<file path="config.mk">
export PLATFORM = sky130hd
export DESIGN_NAME = remove_h_border_sched_flat
export DESIGN_NICKNAME = d
export VERILOG_FILES = /design/src/rtl/remove_h_border_sched_if.sv /design/src/rtl/remove_h_border_sched.sv /design/src/flat_wrapper.sv
export SDC_FILE = /design/constraint.sdc
export NUM_CORES = 1
export LEC_CHECK = 0
export ABC_AREA = 0
export CAP_MARGIN = 20
export CORE_MARGIN = 4
export CORE_UTILIZATION = 45
export DETAILED_ROUTE_END_ITERATION = 8
export PLACE_DENSITY = 0.72
export SLEW_MARGIN = 25
export SYNTH_ARGS = -nofsm -noshare
export SYNTH_HDL_FRONTEND = slang
export SYNTH_SLANG_ARGS = --single-unit
</file>
<file path="constraint.sdc">
create_clock -name clk -period 4.6 [get_ports clk]
set_input_delay 1.15 -clock clk [delete_from_list [all_inputs] [get_ports clk]]
set_output_delay 1.15 -clock clk [all_outputs]
set_load 0.05 [all_outputs]
</file>
<file path="src/rtl/remove_h_border_sched_if.sv">
// Request, ext_size write and pel-monitor signals of the horizontal-border-removal scheduler.
interface remove_h_border_sched_if #(
   parameter int unsigned FLUX           = 2,
   parameter int unsigned DATA_WIDTH_EXT = 7,
   parameter int unsigned COUNT_WIDTH    = 16,
   parameter int unsigned TAG_WIDTH      = $clog2(FLUX)
);
   logic [FLUX-1:0]                     req_valid;
   logic [FLUX*DATA_WIDTH_EXT-1:0]      req_size;
   logic [FLUX*COUNT_WIDTH-1:0]         req_count;
   logic [FLUX-1:0]                     req_ready;
   logic [TAG_WIDTH+DATA_WIDTH_EXT-1:0] ext_din;
   logic                                ext_write;
   logic                                ext_full;
   logic                                pel_write;
   logic [TAG_WIDTH-1:0]                pel_tag;
   logic [FLUX-1:0]                     blk_done;
   logic [FLUX-1:0]                     busy;
   logic [FLUX-1:0]                     err_overrun;

   // Requesters / FIFO / pel source side
   modport master (
      output req_valid, req_size, req_count, ext_full, pel_write, pel_tag,
      input  req_ready, ext_din, ext_write, blk_done, busy, err_overrun
   );

   // Scheduler side
   modport slave (
      input  req_valid, req_size, req_count, ext_full, pel_write, pel_tag,
      output req_ready, ext_din, ext_write, blk_done, busy, err_overrun
   );
endinterface

</file>
<file path="src/rtl/remove_h_border_sched.sv">
// Round-robin arbiter of per-flux block requests onto the shared ext_size port,
// with per-flux pel counting to detect block completion.
module remove_h_border_sched #(
   parameter int unsigned FLUX           = 2,
   parameter int unsigned DATA_WIDTH_EXT = 7,
   parameter int unsigned COUNT_WIDTH    = 16,
   parameter int unsigned TAG_WIDTH      = $clog2(FLUX)
) (
   input  logic                   clk,
   input  logic                   rst,
   remove_h_border_sched_if.slave bus
);

   typedef enum logic {IDLE = 1'b0, ACTIVE = 1'b1} flux_state_e;

   flux_state_e            state_q [FLUX];
   flux_state_e            state_d [FLUX];
   logic [COUNT_WIDTH-1:0] cnt_q   [FLUX];
   logic [COUNT_WIDTH-1:0] cnt_d   [FLUX];
   logic [COUNT_WIDTH-1:0] exp_q   [FLUX];
   logic [COUNT_WIDTH-1:0] exp_d   [FLUX];
   logic [FLUX-1:0]        done_q, done_d;
   logic [FLUX-1:0]        err_q, err_d;
   logic [TAG_WIDTH-1:0]   rr_q, rr_d;

   logic [FLUX-1:0]                     req_ready_c;
   logic                                ext_write_c;
   logic [TAG_WIDTH+DATA_WIDTH_EXT-1:0] ext_din_c;

   // State register; synchronous reset drops any outstanding block silently
   always_ff @(posedge clk) begin
      if (rst) begin
         for (int i = 0; i < int'(FLUX); i++) begin
            state_q[i] <= IDLE;
            cnt_q[i]   <= '0;
            exp_q[i]   <= '0;
         end
         done_q <= '0;
         err_q  <= '0;
         rr_q   <= '0;
      end else begin
         for (int i = 0; i < int'(FLUX); i++) begin
            state_q[i] <= state_d[i];
            cnt_q[i]   <= cnt_d[i];
            exp_q[i]   <= exp_d[i];
         end
         done_q <= done_d;
         err_q  <= err_d;
         rr_q   <= rr_d;
      end
   end

   // Arbitration, grant side effects and pel monitoring
   always_comb begin
      logic                 found;
      logic [TAG_WIDTH-1:0] gtag;
      logic [TAG_WIDTH-1:0] ctag;
      logic [TAG_WIDTH-1:0] ptag;
      int unsigned          idx;

      for (int i = 0; i < int'(FLUX); i++) begin
         state_d[i] = state_q[i];
         cnt_d[i]   = cnt_q[i];
         exp_d[i]   = exp_q[i];
      end
      done_d      = '0;
      err_d       = err_q;
      rr_d        = rr_q;
      req_ready_c = '0;
      ext_write_c = 1'b0;
      ext_din_c   = '0;
      found       = 1'b0;
      gtag        = '0;
      ctag        = '0;
      ptag        = bus.pel_tag;
      idx         = 0;

      // First eligible flux at or after the round-robin pointer wins
      for (int unsigned k = 0; k < FLUX; k++) begin
         idx  = (32'(rr_q) + k) % FLUX;
         ctag = TAG_WIDTH'(idx);
         if (!found && !rst && !bus.ext_full && bus.req_valid[ctag] && state_q[ctag] == IDLE) begin
            found = 1'b1;
            gtag  = ctag;
         end
      end

      if (found) begin
         req_ready_c[gtag] = 1'b1;
         ext_write_c       = 1'b1;
         ext_din_c         = {gtag, bus.req_size[32'(gtag)*DATA_WIDTH_EXT +: DATA_WIDTH_EXT]};
         exp_d[gtag]       = bus.req_count[32'(gtag)*COUNT_WIDTH +: COUNT_WIDTH];
         cnt_d[gtag]       = '0;
         if (bus.req_count[32'(gtag)*COUNT_WIDTH +: COUNT_WIDTH] == '0) begin
            done_d[gtag] = 1'b1;
         end else begin
            state_d[gtag] = ACTIVE;
         end
         rr_d = TAG_WIDTH'((32'(gtag) + 1) % FLUX);
      end

      // A granted flux is IDLE, so its grant never collides with its final pel
      if (bus.pel_write && (32'(ptag) < FLUX)) begin
         if (state_q[ptag] == ACTIVE) begin
            if (cnt_q[ptag] + COUNT_WIDTH'(1) == exp_q[ptag]) begin
               state_d[ptag] = IDLE;
               cnt_d[ptag]   = '0;
               done_d[ptag]  = 1'b1;
            end else begin
               cnt_d[ptag] = cnt_q[ptag] + COUNT_WIDTH'(1);
            end
         end else begin
            err_d[ptag] = 1'b1;
         end
      end
   end

   // Status outputs decoded from registered state
   always_comb begin
      for (int i = 0; i < int'(FLUX); i++) begin
         bus.busy[i] = (state_q[i] == ACTIVE);
      end
   end

   assign bus.req_ready   = req_ready_c;
   assign bus.ext_write   = ext_write_c;
   assign bus.ext_din     = ext_din_c;
   assign bus.blk_done    = done_q;
   assign bus.err_overrun = err_q;

endmodule

</file>
<file path="src/flat_wrapper.sv">
// flat-port wrapper written by rule: the top's interface ports become plain ports
module remove_h_border_sched_flat 
#(
   parameter int unsigned FLUX           = 2,
   parameter int unsigned DATA_WIDTH_EXT = 7,
   parameter int unsigned COUNT_WIDTH    = 16,
   parameter int unsigned TAG_WIDTH      = $clog2(FLUX)
)
  (clk, rst, bus_req_valid, bus_req_size, bus_req_count, bus_ext_full, bus_pel_write, bus_pel_tag, bus_req_ready, bus_ext_din, bus_ext_write, bus_blk_done, bus_busy, bus_err_overrun);
  remove_h_border_sched_if #(.FLUX(FLUX), .DATA_WIDTH_EXT(DATA_WIDTH_EXT), .COUNT_WIDTH(COUNT_WIDTH), .TAG_WIDTH(TAG_WIDTH)) bus_i ();
  input  logic clk;
  input  logic rst;
  input wire logic [$bits(bus_i.req_valid)-1:0] bus_req_valid;
  input wire logic [$bits(bus_i.req_size)-1:0] bus_req_size;
  input wire logic [$bits(bus_i.req_count)-1:0] bus_req_count;
  input wire logic [$bits(bus_i.ext_full)-1:0] bus_ext_full;
  input wire logic [$bits(bus_i.pel_write)-1:0] bus_pel_write;
  input wire logic [$bits(bus_i.pel_tag)-1:0] bus_pel_tag;
  output wire logic [$bits(bus_i.req_ready)-1:0] bus_req_ready;
  output wire logic [$bits(bus_i.ext_din)-1:0] bus_ext_din;
  output wire logic [$bits(bus_i.ext_write)-1:0] bus_ext_write;
  output wire logic [$bits(bus_i.blk_done)-1:0] bus_blk_done;
  output wire logic [$bits(bus_i.busy)-1:0] bus_busy;
  output wire logic [$bits(bus_i.err_overrun)-1:0] bus_err_overrun;
  assign bus_i.req_valid = bus_req_valid;
  assign bus_i.req_size = bus_req_size;
  assign bus_i.req_count = bus_req_count;
  assign bus_i.ext_full = bus_ext_full;
  assign bus_i.pel_write = bus_pel_write;
  assign bus_i.pel_tag = bus_pel_tag;
  assign bus_req_ready = bus_i.req_ready;
  assign bus_ext_din = bus_i.ext_din;
  assign bus_ext_write = bus_i.ext_write;
  assign bus_blk_done = bus_i.blk_done;
  assign bus_busy = bus_i.busy;
  assign bus_err_overrun = bus_i.err_overrun;
  remove_h_border_sched #(.FLUX(FLUX), .DATA_WIDTH_EXT(DATA_WIDTH_EXT), .COUNT_WIDTH(COUNT_WIDTH), .TAG_WIDTH(TAG_WIDTH)) u_core (.clk(clk), .rst(rst), .bus(bus_i));
endmodule
</file>
# Yosys cells after proc, flatten, opt, wreduce, memory -nomap -nowiden
# Memories as Yosys holds them, arrays and structs flattened. A register that Yosys moved wholly into a read port is not among the register bits.
# Cells that the tools add are included.
# W data, S select, Z words.
# op_classes
n_mul	1
bitwise_logic	20
n_lt_le_gt_ge	10
reduce_logical	16
addsub	3
shift	2
n_eq_ne	1
muxes	51
# ops
cell	count
$mux W32	5
$mux W16	6
$and A32 B32 Y32	2
$bwmux W32	2
$not A32 Y32	2
$demux W16 S1	2
$shiftx A32 B6 Y16	1
$mux W2	11
$mux W1	20
$add A16 B1 Y16 const B	1
$eq A16 B16 Y1	1
$logic_not A16 Y1	1
$shiftx A14 B5 Y7	1
$logic_and A1 B1 Y1	11
$lt A1 B2 Y1 const B	4
$mux W8	1
$or A1 B1 Y1	6
$or A2 B2 Y2	3
$demux W1 S1	4
$ge A2 B2 Y1 const B	2
$lt A2 B1 Y1 const B	2
$mul A1 B3 Y4 const B	1
$not A1 Y2	2
$logic_not A1 Y1	3
6 further kinds	10
# word_totals
output_inout_bits	17
in_bits	53
ram_bits	66
register_bits	5
mem_count	3
# memory_table
memory	depth	word_bits	read_ports	rd_ports_with_merged_regs	wr	line	source
u_core.cnt_q	2	16	3	0	2	remove_h_border_sched.sv:18	logic [COUNT_WIDTH-1:0] cnt_q [FLUX];
u_core.exp_q	2	16	3	0	2	remove_h_border_sched.sv:20	logic [COUNT_WIDTH-1:0] exp_q [FLUX];
u_core.state_q	2	1	5	1	2	remove_h_border_sched.sv:16	flux_state_e state_q [FLUX];

# Depth between registers and ports, before layout
# Gate-level depths: netlist (run 1).
# logic_depth
depth_word	24
mapped_depth	17
depth_no_buf	9

# Least setup slack after synthesis (run 1)
# No wires, ideal clock.
# synth_timing
path_kind	input to register
from	in bus_pel_tag
to	mem u_core.cnt_q[1][0]
path_slack_ps	-191
arrival_time_ps	4675
setup_time_ps	116
path_stages	16
path_buffers	7
cell_sequence	buf_6 > buf_8 > buf_2 > buf_4 > buf_2 > buf_1 > mux2_2 > ha_1 > clkbuf_1 > inv_1 > a211o_1 > or4b_4 > xnor2_2 > nand3b_1 > or4_4 > o211a_1
# synth_lines
element	line	source
start: declaration	flat_wrapper.sv:18	input wire logic [$bits(bus_i.pel_tag)-1:0] bus_pel_tag;
end: declaration	remove_h_border_sched.sv:18	

# Worst setup path after layout (run 1)
# layout_timing
from	in bus_req_valid[0]
to	out bus_ext_din[0]
# layout_via
elab_chain_cells	14
word_cells_on_any_way	18
classes_between	mul: 1; shift: 1; mux: 9; reduce/logical: 7
# layout_lines
element	line	source
start: declaration	flat_wrapper.sv:13	input wire logic [$bits(bus_i.req_valid)-1:0] bus_req_valid;
$mux W1 (not written as such) (2 in a row)	remove_h_border_sched.sv:82	if (!found && !rst && !bus.ext_full && bus.req_valid[ctag] && state_q[ctag] == IDLE) begin
$logic_and A1 B1 Y1 (2 in a row)	remove_h_border_sched.sv:82	
$mux W1	remove_h_border_sched.sv:82	
$logic_not A1 Y1	remove_h_border_sched.sv:82	
$logic_and A1 B1 Y1 (4 in a row)	remove_h_border_sched.sv:82	
$mux W1	remove_h_border_sched.sv:82	
$mul A1 B3 Y4	remove_h_border_sched.sv:91	ext_din_c = {gtag, bus.req_size[32'(gtag)*DATA_WIDTH_EXT +: DATA_WIDTH_EXT]};
$shiftx A14 B5 Y7	remove_h_border_sched.sv:91	
$mux W8 (*)	remove_h_border_sched.sv:88	if (found) begin
end: declaration	flat_wrapper.sv:20	output wire logic [$bits(bus_i.ext_din)-1:0] bus_ext_din;
# Mark *: on every way between the ends. The rest lies on a longest branch, timed or not. The select of a mux whose other input is x is not followed.

==> results of run 1 <==
[sequential cells by signal (all words and copies together), names as in the netlist, named ones only]
name	flops
u_core.bus.err_overrun	2
u_core.cnt_q	32
u_core.rr_q	1
u_core.state_q	2
u_core.bus.blk_done	2
u_core.exp_q	32
[per-stage QoR]
step / instance area, um^2 / std cells / util, % / worst slack, ns / power, mW
after floorplan: 4015 / 504 / - / 0.03684 / 0.7985
after global placement: 4871 / 667 / 56.13 / 0.6585 / 0.9013
after detailed placement: 4871 / 667 / 56.13 / 0.5607 / 0.9052
after CTS: 5079 / 683 / 58.52 / 0.6185 / 1.435
after global routing: 5079 / 683 / 58.52 / 0.5122 / 1.480
final: 5079 / 683 / 58.52 / 0.6253 / 1.425
[worst register-to-register path, stage by stage (launching register included)]
cell and delay (ns):
dfxtp_1 0.46, nand3_1 0.24, a22oi_1 0.46, nor4b_1 0.50, xnor3_1 0.26, nand4_1 0.17, o31ai_2 0.42, buf_4 0.24
o21ai_0 0.09
[report_power, final]
group | internal [mW] | leakage [nW] | switching, mW | total, mW
clock network | 0.261 | 0.103 | 0.273 | 0.534
registers | 0.638 | 0.583 | 0.0139 | 0.652
logic | 0.112 | 1.23 | 0.126 | 0.238
total | 1.01 | 1.92 | 0.413 | 1.42
[worst min path at each step]
stage	start	endpoint	slack, ns	cells after the start
3_3_place_gp	u_core.exp_q[0][12]	u_core.exp_q[0][12]	0.45	2
3_5_place_dp	u_core.exp_q[0][12]	u_core.exp_q[0][12]	0.45	2
5_1_grt	u_core.exp_q[0][7]	u_core.exp_q[0][7]	0.49	2
2_1_floorplan	u_core.exp_q[0][12]	u_core.exp_q[0][12]	0.44	2
6_report	u_core.exp_q[0][12]	u_core.exp_q[0][12]	0.46	2
4_1_cts	u_core.exp_q[0][12]	u_core.exp_q[0][12]	0.46	2
[cells in the final DEF (no fill, tap or decap), drive strengths merged, types with 2 or more instances in the layout]
cell type,n
nand2,129
dfxtp,72
clkdlybuf4s50,57
o21ai,44
a21oi,43
xnor2,32
buf,25
mux2i,21
xor2,20
nor2,16
nand3,15
inv,10
nor4,9
clkbuf,9
nand3b,9
nand4,6
a211oi,5
mux2,4
nand2b,3
and3,3
a22oi,3
nand4b,3
nor2b,2
o211ai,2
a31oi,2
xnor3,2
a2111oi,2
o31ai,2
a32o,2
o22ai,2
clkinv,2
or3,2
[metal layers]
metal / vias up / wire length [um]
met2: 130 / 4767
met3: 24 / 664
met1: 1778 / 5030
met5: - / 0
met4: 0 / 248
li1: 1873 / -
[kinds of logic (layout without fill, tap and decap cells)]
group	after synthesis	count (layout)	synth area share (%)
AOI/OAI and AO/OA	114	114	16.66
xor gates and xnor gates	54	54	12.66
adders and majority gates	1	1	0.3119
buffers and inverters	34	105	4.242
DFF	72	72	35.93
muxes	25	25	6.363
and+or+nand+nor	204	204	23.83
[cell type report]
cell class	count	area [um^2]	share of cell area [%]
Clock buffer	9	123.9	2.439
Clock inverter	7	83.83	1.651
Inverter	7	26.28	0.5174
Multi-Input combinational cell	398	2400	47.25
Sequential cell	72	1441	28.38
Tap cell	108	135.1	2.661
Timing Repair Buffer	82	868.3	17.10
==> metrics.txt, run 1 <==
setup slack, reg-to-reg 1.64 ns; Leakage 1.920 nW; Reg-to-Reg End u_core.cnt_q[1][4]; synth unique cells 56; register area share after synthesis 35.93%; yosys warns 0; startpoint types input pin; syn_nets 558; GR Layer Usage met2 32.68%; Final Max Slew Viols 0; Min-Delay Path Class flip-flop to flip-flop; CP arrival 2.82 ns; Rows 34; DRT Wirelength 10,710 um; count leader, synth nand2_1; vias after detailed routing 3,805; hold buffers post-CTS 0; CP max stage delay 0.53 ns; Peak VDD IR 0.0001395 V; Longest Clk Path Bufs 2; Worst Path Required 3.45 ns; Residual DRC 0; Cells after Synth 504; pin count of the biggest net entering global routing 40; grt met1 use 30.04%; Buffers on Ports 69; first drt pass iteration count 5; busiest grt layer met2; layout cells sized above 1 9.739%; area grow syn2layout 26.61%; Fmax achieved 251.6 MHz; CTS tree built; setup_tns 0 ns; Via density 5.571; Final Cycle Share 86.41%; CTS sink cnt 72; critical path type input pin to output port; clk root buf clkbuf_8; core area 8678 um^2; HPWL reported at the end of detailed placement 8312 um; Yosys reg bits 72; critical path endpoint bus_ext_din[0]; reg2reg path depth 8; setup repair bufs after CTS 0; post-layout net count 624; htree depth 3; crit path from bus_req_valid[0]; CTS buffer count 9; final setup fails 0; Total GRT Usage 21.51%; first-pass GRT wire length 17,600 um; WL/cell 15.68 um; slowest cell on the critical path clkdlybuf4s50_1; Vert. Die Dim 102.4 um; worst-path fanout max 9; final antenna-violating net count 0; Hold WS 0.4576 ns; placer congestion estimate 0.9337; grt ovf 0; EDFF count, synth 0; CTS clk-pin slew, worst paths 0.09 ns; Crit. path cell count 7; Hold Vio Cnt, Final 0; Crit path buffers/inverters 3; worst slew pin tran 0.7149 ns; GR met3 Demand/Resource 4.846%; Die Area 10,490 um^2; Die Width 102.4 um; # diodes 0; initial antenna violation count 0; Final min period 3.975 ns; Async SR Flop Fraction 0%; Synth Flop Type dfxtp_1; worst skew pair latency 0.36 ns; DRT iter0 DRCs 277; status completed; Worst R2R Start u_core.cnt_q[1][4]; Resize count post-CTS 0; fill cell count 814; Yosys top cell area share 35.93%; top cells by count, synth nand2_1, dfxtp_1, a21oi_1, o21ai_0, xnor2_1; Worst slew margin 52.34%; area leader, netlist dfxtp_1; IO Count 70; family with the most delay on the worst path buffers and inverters; vias in the first global route 3,580; Area contributors post-synth dfxtp_1, nand2_1, xnor2_1; P per Cell Area 280.5 nW/um^2; clock skew 0.01390 ns; CP endpoint kind output port; Avg Inst Size Synth 7.959 um^2; max-cap viol count 0; synthesized area 4011 um^2; starting density of the core 46.22%; CP cell instances clkdlybuf4s50_1 -> a211oi_1 -> o211ai_1 -> buf_4 -> nand2_1 -> o21ai_0 -> buf_12; RSZ-0062 raised after global routing false
Power figures use the tool's default switching activity.
==> run 2: changes to the inputs <==
CORE_UTILIZATION = 43   (was 45)
PLACE_DENSITY = 0.7   (was 0.72)
==> run 2 against run 1 <==
- die area grew 4.3%
- cell count unchanged
- combinational power is essentially flat
- via count is 1.0% higher
- critical path depth grew 1
- flip-flop and latch count unchanged
- critical endpoint is now bus_ext_din[5]
- total power down 2.1%
==> metrics.txt, run 2 (synthesis results as in run 1) <==
status completed; reg2reg path depth 9 (+1); Peak VDD IR 0.0001816 V (+30%); final setup fails 0 (unchanged); HPWL reported at the end of detailed placement 8521 um (+2.5%); Die Area 10,940 um^2 (+4.3%); Die Width 104.6 um (+2.1%); DRT Wirelength 11,030 um (+3.0%); placer congestion estimate 0.8714 (-6.7%); Leakage 1.918 nW (-0.12%); Longest Clk Path Bufs 2 (unchanged); Worst slew margin 54.43% (+2.1 points); initial antenna violation count 0 (unchanged); Final Cycle Share 88.68% (+2.3 points); CTS tree built; Rows 34 (unchanged); P per Cell Area 275.3 nW/um^2 (-1.8%); worst slew pin tran 0.6664 ns (-0.04851 ns); Final min period 4.079 ns (+0.1045 ns); hold buffers post-CTS 0 (unchanged); final antenna-violating net count 0 (unchanged); Final Max Slew Viols 0 (unchanged); worst-path fanout max 30 (+21); Min-Delay Path Class flip-flop to flip-flop; core area 8891 um^2 (+2.5%); setup_tns 0 ns (unchanged); setup repair bufs after CTS 0 (unchanged); commonest non-fill, non-tap cell in the layout nand2_1; vias after detailed routing 3,843 (+1.0%); Worst Path Required 3.45 ns (about the same); DRT iter0 DRCs 212 (-23%); worst skew pair latency 0.37 ns (about the same); Hold Vio Cnt, Final 0 (unchanged); post-layout net count 624 (unchanged); clock skew 0.01137 ns (-0.002526 ns); CP endpoint kind output port; Resize count post-CTS 0 (unchanged); critical path type input pin to output port; htree depth 3 (unchanged); max-cap viol count 0 (unchanged); startpoint types input pin; WL/cell 16.15 um (+3.0%); Total GRT Usage 20.48% (-1.0 points); RSZ-0062 raised after global routing false; pin count of the biggest net entering global routing 40 (unchanged); post-layout power 1.394 mW (-2.1%); Util after Layout 56.95% (-1.6 points); Non-Filler Instances 683 (unchanged); vias in the first global route 3,711 (+3.7%); setup slack, reg-to-reg 1.60 ns (-0.04 ns); first-pass GRT wire length 18,260 um (+3.8%); Fmax achieved 245.1 MHz (-2.6%); Vert. Die Dim 104.6 um (+2.1%); IO Count 70 (unchanged); CTS clk-pin slew, worst paths 0.09 ns (about the same); most frequent cells in the layout nand2_1, dfxtp_1, clkdlybuf4s50_1; grt ovf 0 (unchanged); largest registers u_core.cnt_q x32, u_core.exp_q x32; CP arrival 2.93 ns (+0.11 ns); CTS buffer count 9 (unchanged); DP Cell Count 667 (unchanged); # diodes 0 (unchanged); starting density of the core 45.12% (-1.1 points); CTS sink cnt 72 (unchanged); Hold Path Depth 2 (unchanged); Residual DRC 0 (unchanged); clk root buf clkbuf_8; area grow syn2layout 26.23%; Via density 5.627 (+1.0%); Buffers on Ports 69 (unchanged); layout cells sized above 1 9.739% (unchanged); first drt pass iteration count 4 (-1)
-- run 2: cell types whose count changed in the layout (fill, tap and decap cells not counted) --
cell and change:
inv_8 +2, bufinv_16 -1, clkinvlp_4 -1
-- run 2: per-stage QoR --
step	hold slack (ns)	worst slack, ns	instance area, um^2
2_1_floorplan	0.4357	0.03684	4015
3_5_place_dp	0.4484	0.5157	4871
6_report	0.4620	0.5208	5064
3_3_place_gp	0.4419	0.5993	4871
5_1_grt	0.4789	0.4233	5064
4_1_cts	0.4628	0.5171	5064
-- run 2: power breakdown --
part	internal, mW	switching, mW
registers	0.638	0.0145
logic	0.112	0.129
clock network	0.214	0.287
total	0.964	0.430
-- run 2: path summary, 6_finish.rpt --
kind	from	end
min reg2reg	u_core.exp_q[1][1]	u_core.exp_q[1][1]
max	bus_req_valid[0]	bus_ext_din[5]
min	u_core.exp_q[1][1]	u_core.exp_q[1][1]
max reg2reg	u_core.cnt_q[0][0]	u_core.cnt_q[1][0]
-- run 2: area by class of cell --
class / count / area (um^2)
inverter: 7 / 26.28
tap: 108 / 135.1
clock buffer: 9 / 123.9
multi-input combinational: 398 / 2400
fill: 791 / 3827
clock inverter: 7 / 68.82
sequential: 72 / 1441
timing repair buffer: 82 / 868.3
-- run 2: metal layers --
| metal | up-vias | track usage, % | part of all wire, % | wire length [um] |
|---|---|---|---|---|
| met3 | 20 | 5.610 | 7.0 | 775 |
| met2 | 136 | 32.24 | 45 | 4953 |
| met4 | 0 | 6.748 | 2.2 | 238 |
| met5 | - | 0 | 0 | 0 |
| met1 | 1796 | 27.34 | 46 | 5063 |
| li1 | 1891 | - | - | - |
-- run 2: worst max-delay path, stage by stage --
cell and delay, ns:
clkdlybuf4s50_1 0.53, a211oi_1 0.10, o211ai_1 0.16, buf_4 0.34, inv_2 0.19, nand2_1 0.11
o21ai_0 0.15, buf_12 0.19
==> run 3: changes to the inputs <==
SETUP_SLACK_MARGIN = 0.5   (was unset)
==> run 3 against run 2 <==
- combinational power is essentially flat
- worst setup slack better by 0.11 ns
- global-route usage shrank 0.26 points
- clock power up 16%
- hold slack worse by 0.0025 ns
- fmax grew 2.8%
- die area unchanged
- total power up 5.9%
- sequential share of layout area is 0.55 points lower
==> metrics.txt, run 3 (synthesis results as in run 1) <==
initial antenna violation count 0 (unchanged); CTS clk-pin slew, worst paths 0.09 ns (about the same); Min-Delay Path Class flip-flop to flip-flop; # diodes 0 (unchanged); critical path type input pin to output port; Via density 5.569 (-1.0%); grt met1 use 28.45% (+1.1 points); first drt pass iteration count 4 (unchanged); Peak VDD IR 0.0001384 V (-24%); clk root buf clkbuf_8; Final Max Slew Viols 0 (unchanged); status completed; most frequent cells in the layout nand2_1, dfxtp_1, clkdlybuf4s50_1; Worst Path Required 3.45 ns (about the same); Resize count post-CTS 0 (unchanged); Fmax achieved 252.1 MHz (+2.8%); final antenna-violating net count 0 (unchanged); IO Count 70 (unchanged); Buffers on Ports 69 (unchanged); hold buffers post-CTS 0 (unchanged); Post-DP Area 4935 um^2 (+1.3%); htree depth 3 (unchanged); CTS buffer count 9 (unchanged); Final Cycle Share 86.24% (-2.4 points); worst slew pin tran 0.7702 ns (+0.1038 ns); layout cells sized above 1 10.76% (+1.0 points); cell area after layout 5164 um^2 (+2.0%); Total GRT Usage 20.22% (-0.26 points); P per Cell Area 285.8 nW/um^2 (+3.8%); vias after detailed routing 3,809 (-0.88%); first-pass GRT wire length 17,870 um (-2.2%); final setup fails 0 (unchanged); post-layout net count 625 (+0.16%); largest registers u_core.cnt_q x32, u_core.exp_q x32; Rows 34 (unchanged); slowest cell on the critical path clkdlybuf4s50_1; Leakage 1.942 nW (+1.3%); placer congestion estimate 0.9025 (+3.6%); Die Width 104.6 um (unchanged); area grow syn2layout 28.73%; GR met3 Demand/Resource 6.165% (+0.55 points); DRT iter0 DRCs 188 (-11%); Final min period 3.967 ns (-0.1124 ns); Residual DRC 0 (unchanged); CTS tree built; max-cap viol count 0 (unchanged); Hold Vio Cnt, Final 0 (unchanged); Die Area 10,940 um^2 (unchanged); clock skew 0.01268 ns (+0.001304 ns); startpoint types input pin; vias in the first global route 3,599 (-3.0%); grt ovf 0 (unchanged); core area 8891 um^2 (unchanged); CP arrival 2.82 ns (-0.11 ns); Worst slew margin 48.66% (-5.8 points); Vert. Die Dim 104.6 um (unchanged); DRT Wirelength 11,010 um (-0.24%); setup repair bufs after CTS 0 (unchanged); starting density of the core 45.12% (unchanged); worst skew pair latency 0.37 ns (about the same); pin count of the biggest net entering global routing 40 (unchanged); CP cell instances clkdlybuf4s50_1 -> a211oi_1 -> o211ai_1 -> buf_6 -> nand2_1 -> o21ai_0 -> buf_12; worst-path fanout max 30 (unchanged); CTS sink cnt 72 (unchanged); HPWL reported at the end of detailed placement 8358 um (-1.9%); Longest Clk Path Bufs 2 (unchanged); CP max stage delay 0.52 ns (about the same); busiest grt layer met2; setup_tns 0 ns (unchanged); RSZ-0062 raised after global routing false; GR Layer Usage met2 30.03% (-2.2 points); commonest non-fill, non-tap cell in the layout nand2_1; WL/cell 16.09 um (-0.38%); CP endpoint kind output port
run 3: cell count changes in the layout (fill, tap and decap cells not counted), sizes merged:
cell / previous run / this run
inv: 12 / 9
bufinv: 0 / 2
clkinvlp: 0 / 2
buf: 25 / 26
clkinv: 2 / 1
run 3: area by class of cell:
type / count / area (um^2)
Fill cell: 791 / 3727
Inverter: 7 / 28.78
Multi-Input combinational cell: 398 / 2454
Tap cell: 108 / 135.1
Clock buffer: 9 / 123.9
Clock inverter: 7 / 101.3
Timing Repair Buffer: 83 / 879.6
Sequential cell: 72 / 1441
run 3: path summary, 6_finish.rpt:
check                          start                 end  slack (ns)  cells past startpoint
setup reg to reg  u_core.cnt_q[1][4]  u_core.cnt_q[1][1]        1.54                      7
hold reg to reg   u_core.exp_q[0][7]  u_core.exp_q[0][7]        0.46                      2
setup / recovery    bus_req_valid[0]      bus_ext_din[0]        0.63                      7
hold / removal    u_core.exp_q[0][7]  u_core.exp_q[0][7]        0.46                      2
run 3: worst max-delay path: cells and delay by family:
family,cells,cell delay (ns)
AO/OA/AOI/OAI,3,0.60
AND/OR/NAND/NOR,1,0.08
buffers and inverters,3,0.98
run 3: through the flow:
stage	utilization, %	std cells	total power, mW	hold WS (ns)	setup WS, ns
after global placement	55.50	668	0.9072	0.4419	0.5394
final	58.08	684	1.476	0.4596	0.6331
after global routing	58.08	684	1.528	0.4704	0.5098
after detailed placement	55.50	668	0.9104	0.4462	0.4411
after floorplan	-	504	0.8059	0.4357	0.3728
after CTS	58.04	684	1.482	0.4586	0.5842
run 3: metal layers:
metal  wire, um  vias to the layer above  part of all wire, %
met5          0                        -                    0
met4        163                        0                  1.5
met3        896                       18                  8.1
met2       4680                      139                   43
met1       5266                     1763                   48
li1           -                     1889                    -
run 3: where the power goes:
part           total [mW]  internal, mW  switching, mW
clock               0.580         0.311          0.269
sequential          0.653         0.638         0.0148
combinational       0.243         0.114          0.129
